[config.mk]
export PLATFORM = sky130hd
export DESIGN_NAME = posedge_rate_window
export DESIGN_NICKNAME = d
export VERILOG_FILES = /design/src/rtl/posedge_rate_pkg.sv /design/src/rtl/rate_skid_fifo.sv /design/src/rtl/posedge_rate_window.sv
export SDC_FILE = /design/constraint.sdc
export NUM_CORES = 1
export LEC_CHECK = 0
export BUFFER_PORTS_ARGS = -buffer_cell sky130_fd_sc_hd__buf_2
export CORE_UTILIZATION = 45
export DETAILED_ROUTE_END_ITERATION = 16
export PLACE_DENSITY = 0.75
export SLEW_MARGIN = 20
export SYNTH_ARGS = -nofsm -noshare
export SYNTH_HDL_FRONTEND = slang
export SYNTH_SLANG_ARGS = --single-unit
[constraint.sdc]
create_clock -name clk -period 3.6 [get_ports clk]
set_clock_uncertainty 0.05 [all_clocks]
set_input_delay 0.72 -clock clk [delete_from_list [all_inputs] [get_ports clk]]
set_output_delay 0.72 -clock clk [all_outputs]
set_load 0.02 [all_outputs]
[src/rtl/posedge_rate_pkg.sv]
// Shared types and constants for the posedge rate-window block.
// No logic, so no latency.
// No flow control here; the buffer depth used by the result FIFO is defined below.
package posedge_rate_pkg;

  // Measurement controller states
  typedef enum logic [1:0] {
    IDLE = 2'd0,
    ARM  = 2'd1,
    RUN  = 2'd2
  } state_e;

  localparam int DEF_CNT_W = 16;  // count / rate word width
  localparam int DEF_WIN_W = 24;  // window length / timer width
  localparam int BUF_DEPTH = 2;   // result buffer entries
  localparam int IDX_W     = 16;  // window index width (optional feature)

endpackage : posedge_rate_pkg

[src/rtl/rate_skid_fifo.sv]
// Small shift-register FIFO holding window results; the head is always entry 0.
// Latency: a push is visible at head_dat_o/head_vld_o one cycle later if the FIFO was empty.
// Backpressure: a simultaneous pop frees a slot for a push even when full; a push into a full FIFO without a pop is dropped and flagged on drop_o.
module rate_skid_fifo
  import posedge_rate_pkg::*;
#(
  parameter int DW    = DEF_CNT_W,
  parameter int DEPTH = BUF_DEPTH
) (
  input  logic          clk,
  input  logic          rst_n,
  input  logic          push_i,
  input  logic [DW-1:0] push_dat_i,
  input  logic          pop_rdy_i,
  output logic [DW-1:0] head_dat_o,
  output logic          head_vld_o,
  output logic          drop_o
);

  localparam int CW = $clog2(DEPTH + 1);

  logic [DW-1:0] mem_q [DEPTH];
  logic [DW-1:0] mem_d [DEPTH];
  logic [CW-1:0] cnt_q, cnt_d;
  logic [CW-1:0] wr_idx;
  logic          full, pop, push_ok;

  assign full       = (cnt_q == CW'(DEPTH));
  assign head_vld_o = (cnt_q != '0);
  assign head_dat_o = mem_q[0];
  assign pop        = pop_rdy_i && head_vld_o;
  // A pop in the same cycle makes room, so a full FIFO can still accept
  assign push_ok    = push_i && (!full || pop);
  assign drop_o     = push_i && !push_ok;
  // Write slot is the first free entry after any shift caused by the pop
  assign wr_idx     = pop ? (cnt_q - CW'(1)) : cnt_q;

  // Next-state: shift down on pop, then write the new entry behind the survivors
  always_comb begin
    mem_d = mem_q;
    if (pop) begin
      for (int i = 0; i < DEPTH - 1; i++) begin
        mem_d[i] = mem_q[i + 1];
      end
    end
    if (push_ok) begin
      for (int i = 0; i < DEPTH; i++) begin
        if (wr_idx == CW'(i)) begin
          mem_d[i] = push_dat_i;
        end
      end
    end
    cnt_d = cnt_q + CW'(push_ok) - CW'(pop);
  end

  // Storage and occupancy registers
  always_ff @(posedge clk or negedge rst_n) begin
    if (!rst_n) begin
      cnt_q <= '0;
      for (int i = 0; i < DEPTH; i++) begin
        mem_q[i] <= '0;
      end
    end else begin
      cnt_q <= cnt_d;
      for (int i = 0; i < DEPTH; i++) begin
        mem_q[i] <= mem_d[i];
      end
    end
  end

endmodule : rate_skid_fifo

[src/rtl/posedge_rate_window.sv]
// Turns a free-running edge count into per-window edge totals (delta of cnt_in per window_len cycles).
// Latency: a window closing in cycle N shows on rate_valid in cycle N+1 when the buffer was empty.
// Backpressure: 2-entry valid/ready buffer; results arriving while it is full and not draining are dropped and set sticky overrun.
// Optional: define POSEDGE_RATE_WINDOW_IDX_EN to add rate_idx, the window index carried with each result.
module posedge_rate_window
  import posedge_rate_pkg::*;
#(
  parameter int CNT_W = DEF_CNT_W,
  parameter int WIN_W = DEF_WIN_W
) (
  input  logic             clk,
  input  logic             rst_n,
  input  logic             en,
  input  logic [WIN_W-1:0] win_len,
  input  logic [CNT_W-1:0] cnt_in,
  output logic [CNT_W-1:0] rate_data,
  output logic             rate_valid,
  input  logic             rate_ready,
  output logic             overrun,
  input  logic             overrun_clr,
`ifdef POSEDGE_RATE_WINDOW_IDX_EN
  output logic [IDX_W-1:0] rate_idx,
`endif
  output logic             busy
);

  state_e           state_q, state_d;
  logic [WIN_W-1:0] timer_q, timer_d;
  logic [WIN_W-1:0] len_q, len_d;
  logic [CNT_W-1:0] base_q, base_d;
  logic [CNT_W-1:0] delta;
  logic             overrun_q, overrun_d;
  logic             arm, win_close, run_tick;
  logic             fifo_drop;

  // Controller state register
  always_ff @(posedge clk or negedge rst_n) begin
    if (!rst_n) begin
      state_q <= IDLE;
    end else begin
      state_q <= state_d;
    end
  end

  // Next state: dropping en in RUN aborts even on a closing cycle
  always_comb begin
    state_d = state_q;
    unique case (state_q)
      IDLE:    if (en) state_d = ARM;
      ARM:     state_d = RUN;
      RUN:     if (!en) state_d = IDLE;
      default: state_d = IDLE;
    endcase
  end

  // Controller outputs and datapath strobes
  always_comb begin
    busy      = (state_q == ARM) || (state_q == RUN);
    arm       = (state_q == ARM);
    run_tick  = (state_q == RUN) && en;
    win_close = run_tick && (timer_q == '0);
  end

  // Modular difference gives the right answer across a counter wrap
  assign delta = cnt_in - base_q;

  // Timer, window length and baseline next-state
  always_comb begin
    len_d   = len_q;
    timer_d = timer_q;
    base_d  = base_q;
    if (arm) begin
      // A zero length would never close; treat it as one cycle
      len_d   = (win_len == '0) ? WIN_W'(1) : win_len;
      timer_d = len_d - WIN_W'(1);
      base_d  = cnt_in;
    end else if (win_close) begin
      timer_d = len_q - WIN_W'(1);
      base_d  = cnt_in;
    end else if (run_tick) begin
      timer_d = timer_q - WIN_W'(1);
    end
  end

  // Timer, window length and baseline registers
  always_ff @(posedge clk or negedge rst_n) begin
    if (!rst_n) begin
      len_q   <= '0;
      timer_q <= '0;
      base_q  <= '0;
    end else begin
      len_q   <= len_d;
      timer_q <= timer_d;
      base_q  <= base_d;
    end
  end

  // Sticky overrun: a fresh drop wins over a clear in the same cycle
  always_comb begin
    overrun_d = overrun_q;
    if (fifo_drop) begin
      overrun_d = 1'b1;
    end else if (overrun_clr) begin
      overrun_d = 1'b0;
    end
  end

  // Overrun flag register
  always_ff @(posedge clk or negedge rst_n) begin
    if (!rst_n) begin
      overrun_q <= 1'b0;
    end else begin
      overrun_q <= overrun_d;
    end
  end

  assign overrun = overrun_q;

`ifdef POSEDGE_RATE_WINDOW_IDX_EN
  localparam int FW = CNT_W + IDX_W;

  logic [IDX_W-1:0] idx_q, idx_d;
  logic [FW-1:0]    fifo_head;

  // Window index restarts on every arm and counts every close, dropped or not
  always_comb begin
    idx_d = idx_q;
    if (arm) begin
      idx_d = '0;
    end else if (win_close) begin
      idx_d = idx_q + IDX_W'(1);
    end
  end

  // Window index register
  always_ff @(posedge clk or negedge rst_n) begin
    if (!rst_n) begin
      idx_q <= '0;
    end else begin
      idx_q <= idx_d;
    end
  end

  rate_skid_fifo #(
    .DW    (FW),
    .DEPTH (BUF_DEPTH)
  ) u_fifo (
    .clk        (clk),
    .rst_n      (rst_n),
    .push_i     (win_close),
    .push_dat_i ({idx_q, delta}),
    .pop_rdy_i  (rate_ready),
    .head_dat_o (fifo_head),
    .head_vld_o (rate_valid),
    .drop_o     (fifo_drop)
  );

  assign rate_data = fifo_head[CNT_W-1:0];
  assign rate_idx  = fifo_head[CNT_W +: IDX_W];
`else
  rate_skid_fifo #(
    .DW    (CNT_W),
    .DEPTH (BUF_DEPTH)
  ) u_fifo (
    .clk        (clk),
    .rst_n      (rst_n),
    .push_i     (win_close),
    .push_dat_i (delta),
    .pop_rdy_i  (rate_ready),
    .head_dat_o (rate_data),
    .head_vld_o (rate_valid),
    .drop_o     (fifo_drop)
  );
`endif

endmodule : posedge_rate_window

==> flow_summary.rst <==
.. list-table::
   :header-rows: 1

   * - Metric
     - Value
   * - Result of the run
     - finished clean
   * - Routed vias
     - 4773
   * - Number of remaining DRC errors
     - 0
   * - Data arrival time of the worst path
     - 3.31 ns
   * - Std-Cell Rows
     - 41
   * - Launching element of the worst setup path
     - state_q[1]$_DFFE_PN0P_
   * - Syn Std Cell Area
     - 5930 sq um
   * - Clock buffers created by TritonCTS
     - 9
   * - Largest area contributor in the netlist
     - dfrtp_1
   * - Clock Power Share
     - 17.8%
   * - Worst setup EP type
     - flop
   * - First DRT Iteration DRCs
     - 336
   * - Fill cells
     - 1227
   * - Flip-flop and latch area
     - 2530 sq um
   * - Final setup viols
     - 0
   * - Net switching share of the total power
     - 42.4%
   * - Ys async rst share
     - 100%
   * - Final-stage net count
     - 795
   * - Most frequent cell after synthesis
     - nand2_1
   * - Hold_ws
     - 0.323 ns
   * - Residual overflow from global routing
     - 0
   * - Final weighted congestion in routability-driven placement
     - 0.879
   * - Length in cells of the worst reg-to-reg path
     - 11
   * - Data required time at the worst endpoint
     - 3.78 ns
   * - Mapped Cells
     - 678
   * - CTS tree
     - yes
   * - Achievable Freq
     - 320 MHz
   * - Pin count of the biggest net entering global routing
     - 79
   * - H-Tree Level Count
     - 3
   * - Floorplan die width
     - 117 microns
   * - Total half-perimeter wirelength after legalization and detailed placement
     - 9740 microns
   * - Total net switching power
     - 2.26 mW
   * - Clock sinks
     - 101
   * - Setup repair bufs after CTS
     - 0
   * - Core Box Area
     - 12700 sq um
   * - Post-Syn Nets
     - 748
   * - Antenna violations before repair
     - 0
   * - Insertion delay to the later sink of the worst-skew pair
     - 0.35 ns
   * - Proportion of synthesized chip area in sequential cells
     - 42.6%
   * - Time the worst path needs with I/O delays and setup
     - 3.13 ns
   * - Sequential fraction of design power
     - 33.1%
   * - Flop-to-flop setup slack
     - 0.47 ns
   * - Number of enable-type register cells in the synthesized netlist
     - 0
   * - Number of warnings issued by yosys
     - 0
   * - Area growth from synthesis to layout
     - 12.0%
   * - Aggregate global-route resource usage
     - 21.2%
   * - Startpoint of the worst register-to-register path
     - state_q[1]$_DFFE_PN0P_
   * - Vias in the first global route
     - 4580
   * - Type of element launching the critical path
     - flop
   * - CTS Root Buffer Type
     - clkbuf_16
   * - Port Buffer Count
     - 63
   * - Static leakage
     - 3.12 nW
   * - Total count of hold-check failures in the final report
     - 0
   * - Path category of the worst min-delay check
     - primary input to async pin
   * - Area taken by multi-input logic gates
     - 2980 sq um
   * - Number of distinct library cells after synthesis
     - 61
   * - Ratio of total power to cell area
     - 802 nW/um^2
   * - Total I/O pin count
     - 64
   * - Share of the cycle needed by the critical path after routing
     - 86.8%
   * - Longest Clk Path Bufs
     - 2
   * - Die outline area
     - 13700 sq um
   * - Cell-internal power
     - 3.07 mW
   * - First-pass GRT wire length
     - 22200 microns
   * - Destination of the worst register-to-register timing path
     - timer_q[23]$_DFFE_PN0P_
   * - Biggest fanout along the worst timing path
     - 31
   * - Flip-flop and latch count after synthesis
     - 101
   * - Mean number of vias per cell
     - 5.30
   * - Post-detailed-route wirelength per cell
     - 14.7 microns
   * - Category of the critical setup timing path
     - flop to flop
   * - Max rail drop VDD
     - 405 uV
   * - Area contributors post-synth
     - dfrtp_1 (43%), nand2_1 (9.4%), ha_1 (5.1%)
   * - Clock edge transition at the registers on the reported setup and hold paths
     - 0.07 ns
   * - CP endpoint
     - timer_q[23]$_DFFE_PN0P_
   * - Setup tns final
     - 0 ns
   * - Utilization after layout
     - 52.2%
   * - Most frequently used flop master after synthesis
     - dfrtp_1
   * - Commonest cells in the synthesized netlist
     - nand2_1 (149), dfrtp_1 (101), o21ai_0 (59)
   * - Count of nets left with antenna violations after detail routing
     - 0
   * - Chip height
     - 117 microns
   * - Initial Util
     - 46.6%
   * - Area fraction of the dominant cell type after synthesis
     - 42.6%
   * - Aggregate routed wire length
     - 13300 microns
   * - Max-cap viol count
     - 0
   * - Share of total power in combinational logic
     - 49.1%
   * - Avg Inst Size Synth
     - 8.75 sq um
   * - Diode count
     - 0
   * - Slew of the pin with the lowest slew margin
     - 0.737 ns
   * - Setup repair after global routing missed its margin
     - false
   * - Slew headroom
     - 50.8%
   * - Fraction of layout instances using a drive strength above 1
     - 19.2%
   * - DRT Pass-1 Iters
     - 4
   * - Count of pins over their slew limit
     - 0
==> kinds of logic after synthesis <==
kind of cell / Yosys count / synth area share [%]
flops: 101 / 42.6
mux: 23 / 4.28
xor+xnor: 30 / 4.43
fa+ha+maj: 25 / 5.40
compound gates: 144 / 15.4
buf+inv: 93 / 7.27
simple gates: 262 / 20.6
==> sequential cells by signal (all words and copies together), names as in the netlist <==
name / count
len_q: 24
timer_q: 24
base_q: 16
u_fifo.head_dat_o: 16
u_fifo.mem_q: 16
state_q: 2
u_fifo.cnt_q: 2
overrun: 1
==> through the flow <==
| step | std cells | power [mW] | area (sq um) | setup WS, ns |
|---|---|---|---|---|
| after floorplan | 678 | 3.74 | 5930 | 0.604 |
| after global placement | 886 | 4.32 | 6350 | 0.264 |
| after detailed placement | 886 | 4.38 | 6350 | 0.154 |
| after CTS | 901 | 5.35 | 6640 | 0.378 |
| after global routing | 901 | 5.78 | 6650 | 0.180 |
| final | 901 | 5.33 | 6650 | 0.474 |
==> worst min path at each step <==
| stage | startpoint | to | slack (ns) | depth (start not counted) |
|---|---|---|---|---|
| floorplan | rst_n | base_q[0]$_DFFE_PN0P_ | 0.37 | 0 |
| finish | rst_n | len_q[9]$_DFFE_PN0P_ | 0.32 | 1 |
| global placement | len_q[15]$_DFFE_PN0P_ | len_q[15]$_DFFE_PN0P_ | 0.41 | 2 |
| detailed placement | u_fifo.mem_q[13]$_DFFE_PN0P_ | u_fifo.mem_q[13]$_DFFE_PN0P_ | 0.42 | 2 |
| CTS | u_fifo.mem_q[13]$_DFFE_PN0P_ | u_fifo.mem_q[13]$_DFFE_PN0P_ | 0.43 | 2 |
| global route | rst_n | len_q[9]$_DFFE_PN0P_ | 0.41 | 1 |
==> cell type report <==
cell class,count,area share (%)
tap,172,3.24
sequential,101,38.0
multi-input combinational,484,44.9
clock buffer,10,3.60
timing repair buffer,78,6.72
inverter,51,2.88
clock inverter,5,0.659
==> power groups by stage <==
stage	Clock (mW)	Sequential [mW]	Combinational (mW)
global route	1.01	1.81	2.96
CTS	0.971	1.76	2.62
floorplan	0	1.70	2.04
detailed placement	0	1.78	2.61
finish	0.949	1.77	2.62
global placement	0	1.76	2.56
==> critical path, cell delays in order (launching register included) <==
cell and delay [ns]:
dfrtp_1 0.38, inv_1 0.11, ha_2 0.24, buf_12 0.19
mux2_2 0.39, nor2_1 0.12, o21ai_1 0.10, a211oi_2 0.37
nand3b_1 0.27, nor3_2 0.30, nor3_1 0.09, or3b_1 0.38
==> placed cells by master, fill, tap and decap left out, types with 4 or more instances in the layout <==
cell	count
o221a_2	5
o21ai_0	59
or3_1	4
a31oi_1	17
clkbuf_16	9
xor2_1	12
nor2_1	46
nor4_1	13
mux2_2	19
a21oi_1	25
nand2_1	149
nand3_1	6
dfrtp_1	101
ha_1	23
nand4_1	5
o31ai_1	5
and2_1	5
mux2i_1	4
buf_2	62
o21a_1	5
inv_1	49
nor3_1	10
xnor2_1	18
buf_4	14
==> what timing repair did <==
| action | CTS | global route |
|---|---|---|
| resized for setup | 0 | 1 |
| endpoints found under the setup margin | 0 | 1 |
| hold buffers | 0 | 0 |
==> metal layers <==
metal  vias to the layer above  GRT usage, %  routed length [microns]
li1                       2384             -                        -
met1                      2256          28.1                     5940
met2                       116          35.0                     6420
met3                        17          4.99                      641
met4                         0          5.99                      276
met5                         -             0                        0
(Power assumes the default switching activity.)
